**config.mk**
```make
export PLATFORM = sky130hd
export DESIGN_NAME = xtea_stream_ctrl
export DESIGN_NICKNAME = d
export VERILOG_FILES = /design/src/rtl/xtea_stream_ctrl.sv
export SDC_FILE = /design/constraint.sdc
export NUM_CORES = 1
export LEC_CHECK = 0
export ABC_AREA = 1
export BUFFER_PORTS_ARGS = -buffer_cell sky130_fd_sc_hd__buf_2
export CAP_MARGIN = 20
export CORE_AREA = 2 2 278 280
export DETAILED_ROUTE_END_ITERATION = 12
export DIE_AREA = 0 0 280 282
export PLACE_DENSITY_LB_ADDON = 0.3
export RECOVER_POWER = 100
export SYNTH_ARGS = -nofsm -noshare
export SYNTH_HDL_FRONTEND = slang
export SYNTH_SLANG_ARGS = --single-unit
```
**constraint.sdc**
```tcl
create_clock -name clock -period 16.13 [get_ports clock]
set_clock_uncertainty 0.05 [all_clocks]
set_input_delay 3.226 -clock clock [delete_from_list [all_inputs] [get_ports clock]]
set_output_delay 3.226 -clock clock [all_outputs]
set_load 0.01 [all_outputs]
```
**src/rtl/xtea_stream_ctrl.sv**
```systemverilog
// Word-stream wrapper for an XTEA core: packs 4x32b words into a block, runs the core, then unpacks the result (ECB, or CBC under XTEA_CBC_EN).
// Latency: out_valid rises 2 cycles after core_ready; in_ready is low outside FILL, and out_data holds while out_ready is low.
module xtea_stream_ctrl (
  input  logic         clock,
  input  logic         reset,
  input  logic         cfg,
  input  logic [127:0] key,
  input  logic [127:0] iv,
  input  logic         chain_load,
  input  logic         in_valid,
  input  logic [31:0]  in_data,
  output logic         in_ready,
  output logic         out_valid,
  output logic [31:0]  out_data,
  input  logic         out_ready,
  output logic         core_start,
  output logic         core_cfg,
  output logic [127:0] core_key,
  output logic [127:0] core_data_i,
  input  logic         core_ready,
  input  logic [127:0] core_data_o,
  output logic         busy
);

  typedef enum logic [2:0] {FILL, START, WAIT, CAPT, DRAIN} state_t;

  state_t       state_q, state_d;
  logic [1:0]   cnt_q;
  logic [127:0] blk_q;
  logic [127:0] res_q;
  logic [127:0] ci_q;
  logic         core_cfg_q;
  logic [127:0] core_key_q;

  logic         accept;
  logic         deliver;
  logic [127:0] blk_next;
  logic [127:0] ci_next;
  logic [127:0] res_next;

  assign accept   = in_valid & in_ready;
  assign deliver  = out_valid & out_ready;
  assign blk_next = {blk_q[95:0], in_data};

`ifdef XTEA_CBC_EN
  logic [127:0] chain_q;
  logic [127:0] chain_capt;

  // core_cfg_q is already the block's direction by the time word 3 arrives
  assign ci_next    = core_cfg_q ? (blk_next ^ chain_q) : blk_next;
  assign res_next   = core_cfg_q ? core_data_o : (core_data_o ^ chain_q);
  assign chain_capt = core_cfg_q ? core_data_o : blk_q;

  always_ff @(posedge clock or posedge reset) begin
    if (reset) begin
      chain_q <= '0;
    end else if (state_q == FILL && cnt_q == 2'd0 && chain_load) begin
      chain_q <= iv;
    end else if (state_q == CAPT) begin
      chain_q <= chain_capt;
    end
  end
`else
  logic unused_cbc;
  assign unused_cbc = ^{iv, chain_load};
  assign ci_next    = blk_next;
  assign res_next   = core_data_o;
`endif

  always_comb begin
    state_d    = state_q;
    in_ready   = 1'b0;
    out_valid  = 1'b0;
    core_start = 1'b0;
    case (state_q)
      FILL: begin
        in_ready = 1'b1;
        if (accept && cnt_q == 2'd3) state_d = START;
      end
      START: begin
        core_start = 1'b1;
        state_d    = WAIT;
      end
      WAIT: begin
        if (core_ready) state_d = CAPT;
      end
      CAPT: begin
        state_d = DRAIN;
      end
      DRAIN: begin
        out_valid = 1'b1;
        if (deliver && cnt_q == 2'd3) state_d = FILL;
      end
      default: state_d = FILL;
    endcase
  end

  always_ff @(posedge clock or posedge reset) begin
    if (reset) begin
      state_q    <= FILL;
      cnt_q      <= 2'd0;
      blk_q      <= '0;
      res_q      <= '0;
      ci_q       <= '0;
      core_cfg_q <= 1'b0;
      core_key_q <= '0;
    end else begin
      state_q <= state_d;
      if (accept) begin
        blk_q <= blk_next;
        cnt_q <= cnt_q + 2'd1;
        if (cnt_q == 2'd0) begin
          core_cfg_q <= cfg;
          core_key_q <= key;
        end
        if (cnt_q == 2'd3) ci_q <= ci_next;
      end
      if (deliver) cnt_q <= cnt_q + 2'd1;
      // core drives its result one cycle after ready, i.e. during CAPT
      if (state_q == CAPT) res_q <= res_next;
    end
  end

  always_comb begin
    out_data = 32'd0;
    if (out_valid) begin
      case (cnt_q)
        2'd0:    out_data = res_q[127:96];
        2'd1:    out_data = res_q[95:64];
        2'd2:    out_data = res_q[63:32];
        default: out_data = res_q[31:0];
      endcase
    end
  end

  assign core_cfg    = core_cfg_q;
  assign core_key    = core_key_q;
  assign core_data_i = ci_q;
  assign busy        = !(state_q == FILL && cnt_q == 2'd0);

endmodule

```
After elaboration in Yosys (flattened, before gate mapping):

Cells that the tools add are included.

* flip-flop bits (word level): 486
* output and inout bits: 293
* word-level logic and storage cells: 41
* input bits: 423

* reduce and logical (&&, ||, !) cells: 10
* equal/unequal tests: 10
* add/subtract/negate cells: 1
* bitwise gates (word level): 2
* multiplexer cells: 11

Operators with widths (count)
* $pmux 32 s3: 1
* $mux 32: 1
* $pmux 3 s5: 1
* $mux 3: 3
* $eq 3x2->1 const B: 2
* $ne 2x2->1 const B: 3
* $eq 2x2->1 const B: 2
* $mux 2: 2
* $reduce_and 2->1: 2
* $eq 3x1->1 const B: 1
* $eq 3x3->1 const B: 1
* $logic_and 1x1->1: 3
* $logic_not 3->1: 1
* $mux 1: 3
* $reduce_and 3->1: 1
* $add 2x1->2 const B: 1
* $and 1x1->1: 2
* $eq 2x1->1 const B: 1
* $logic_not 2->1: 1
* $reduce_bool 2->1: 1
* $logic_not 1->1: 1

Longest topological paths before layout:

* depth in word-level cells: 6
* depth in mapped cells: 10
* mapped depth without buffers: 7

Worst setup path before layout:

Ideal clock, no wire load.

* kind: register to output
* from: reg cnt_q[0]
* to: out out_data[10]
* data required time: 12.854 ns
* stages on the path, launching flop included: 8
* data arrival time: 1.541 ns
* buffers on the path: 3
* path slack: 11.313 ns
* cell sequence: dfrtp_1 ha_1 buf_2 inv_2 buf_2 clkbuf_1 o21ai_0 a21oi_1

* longest elaborated chain between the ends: 3
* elaborated cells between the ends (all ways): 5
* those cells by class: 2 x eq/ne; 2 x mux; 1 x reduce/logical

Ends and longest elaborated chain
* start: declaration: line 28 `logic [1:0] cnt_q;`
* start signal: assignment: line 111 `cnt_q <= cnt_q + 2'd1;`
* start signal: assignment: line 118 `if (deliver) cnt_q <= cnt_q + 2'd1;`
* $eq 2x2->1, or another cell as far along: line 127 `case (cnt_q)`
* $pmux 32 s3 (*): line 127
* $mux 32 (*): line 126 `if (out_valid) begin`
* end: declaration: line 14 `output logic [31:0] out_data,`

Mark *: on every way between the ends. The rest lies on a longest branch, timed or not.

Final worst setup path:

* from: in in_valid
* to: reg ci_q[115] (netlist: core_data_i[115])

* longest elaborated chain between the ends: 2

Ends and longest elaborated chain
* start: declaration: line 10 `input logic in_valid,`
* $and 1x1->1: line 41 `assign accept = in_valid & in_ready;`
* $reduce_and 2->1 (no line)
* end signal: assignment: line 116 `if (cnt_q == 2'd3) ci_q <= ci_next;`
* end: declaration: line 31 `logic [127:0] ci_q;`

No other way between the ends.
A chain may end at the register's enable or synchronous reset.

==> impl_metrics.ini <==
[critical_path]
worstPathMaxFanout = 87
critical_path_required_ps = 16610
path_class = in -> reg
cp-start-kind = primary input
end_kind = register
worstPathArrival_ps = 10790
timing.rr.start = cnt_q[0]
startpoint = in_valid

[sta]
worst_pin_slew_ps = 4330
setup_viol = 0
fin_crit_sh_pct = 63.9
timing.fmax_ghz = 0.0970
holdWs_ps = 417
slew_headroom_pct = -189
maxSlewViolCount = 578
layout_min_cycle_time_ps = 10310
setup_tns_ps = 0
rsz0062_at_grt = false
hold_violations = 0

[cts]
path_clk_slew_ps = 70
numClockSinks = 486
cts-resized-gates = 0
clock_latency_ps = 600
clock_path_buffers = 3
hold_buffers = 0
cts_tree = yes
cts_setup_buffers = 0
cts-root-buf = clkbuf_16
cts_buffers = 55
h-tree-depth = 2

[synth]
syn_inst = 2292
ys_ff_latch = 486
synth_ff_type = dfrtp_1
synth.distinct_cells = 19
syn_area_per_cell_sq_um = 8.71
async_flop_share_pct = 100
synth_edf_count = 0
synth_fp_nets = 2719
synth_area_sq_um = 20000
yosysWarnings = 0
seq_area_frac_synth_pct = 60.9

[global_route]
first_global_vias = 16456
grt_remaining_overflow = 0
grt_pass1_wl_um = 97300
antenna_found_initial = 11
grt_max_degree = 250
grtUsageTotal_pct = 15.6

[die]
fp.dieW_um = 280
core.rowCount = 101
fp.dieArea_sq_um = 79000
fp.dieH_um = 282
start_util_pct = 26.4
core_area_sq_um = 75700
pin_count = 716

[pwr]
total_power_mw = 5.02
vdd_drop_max_v = 0.0000888
powerDensity_nw_per_um2 = 200
leakagePower_nw = 12.7

[routing]
drt-met1-wl_um = 28000
vias_per_cell = 4.38
drt.antenna.violating_nets = 0
highest_layer = met5
wl_met2_um = 29600
wl_met3_um = 4950
via_count = 16759
first_pass_iters = 5
drt_wl_total_um = 63800
wl_per_cell_um = 16.7
drt-initial-drc-count = 1103
route.detailed.drc = 0

[run_status]
violations = max-capacitance violations, max-slew violations
status = finished, violations left

[placement]
placed_cells = 3722
dp_hpwl_um = 42200
place.gp.congestion = 0.790
port_buffers = 586

[final_layout]
finish.net_count = 3230
layout_commonest_cell = nand2_1
drive_gt1_share_pct = 13.9
syn_to_final_growth_pct = 25.3
final_cell_mix = 755 x nand2_1, 486 x dfrtp_1, 450 x o21ai_0
final_cells = 3830

[hold_path]
hp-class = reg -> reg
hold_start = blk_q[3]

[flow_run]
cap_violations = 11
flip-flops by register name, summed over array words and instances (netlist names):
register and flops:
core_key 128, res_q 128, state_q 3, blk_q 96, cnt_q 2, core_data_i 128
core_cfg 1
worst max-delay path: stages:
cell      delay (ps)
buf_2             80
clkbuf_1        1370
nand3_1         2290
nor2_1          2410
clkbuf_1         720
buf_16           400
nand2_1          110
nand2_1           80
metal layers:
metal	vias up	track usage [%]
met1	7946	20.2
met5	-	0
met2	463	25.0
li1	8268	-
met3	76	4.91
met4	6	4.36
Yosys cell counts, types with 4 or more instances:
master,number,share of area [%]
dfrtp_1,486,61
buf_6,12,0.68
buf_4,18,0.68
inv_1,201,3.8
nor2_1,67,1.3
clkbuf_1,79,1.5
nand2_1,755,14
nand3_1,38,0.95
buf_2,44,1.1
ha_1,4,0.25
a21oi_1,126,3.2
o21ai_0,449,11
power by group:
part | total, mW | switching, mW | internal, mW
logic | 1.68 | 1.18 | 0.501
registers | 2.07 | 0.285 | 1.78
clock network | 1.27 | 0.520 | 0.752
total | 5.02 | 1.98 | 3.03
cell families (layout without fill, tap and decap cells):
family,after synthesis,count (layout),share of synthesized area (%)
simple gates,864,864,16.5
compound gates,577,577,14.5
flops,486,486,60.9
other cells,0,6,0
fa+ha+maj,4,4,0.251
buf+inv,361,915,7.86
layout make-up:
cell class | count | area [sq um]
antenna | 6 | 15.0
clock buffer | 88 | 1660
clock inverter | 12 | 169
fill | 8215 | 50700
inverter | 204 | 769
multi-input combinational | 1445 | 6240
sequential | 486 | 12200
tap | 978 | 1220
timing repair buffer | 611 | 2780
metrics by stage:
step                worst slack, ps  util (%)  instance area [sq um]
finish                         5820      33.1                  25000
detailed placement             9200      31.1                  23600
global route                   4870      33.1                  25000
floorplan                      6270         -                  20000
global placement               9180      31.1                  23600
CTS                            9770      33.5                  25400
worst paths after layout:
| check | to | slack [ps] | depth (start not counted) |
|---|---|---|---|
| max | core_data_i[115] | 5820 | 8 |
| min | core_data_i[35] | 420 | 2 |
| max reg2reg | core_data_i[115] | 7230 | 8 |
| min reg2reg | core_data_i[35] | 420 | 2 |
| max in group asynchronous | core_data_i[127] | 6340 | 5 |
| min in group asynchronous | res_q[108] | 2910 | 2 |
No activity file was read; power rests on OpenSTA's default activity.
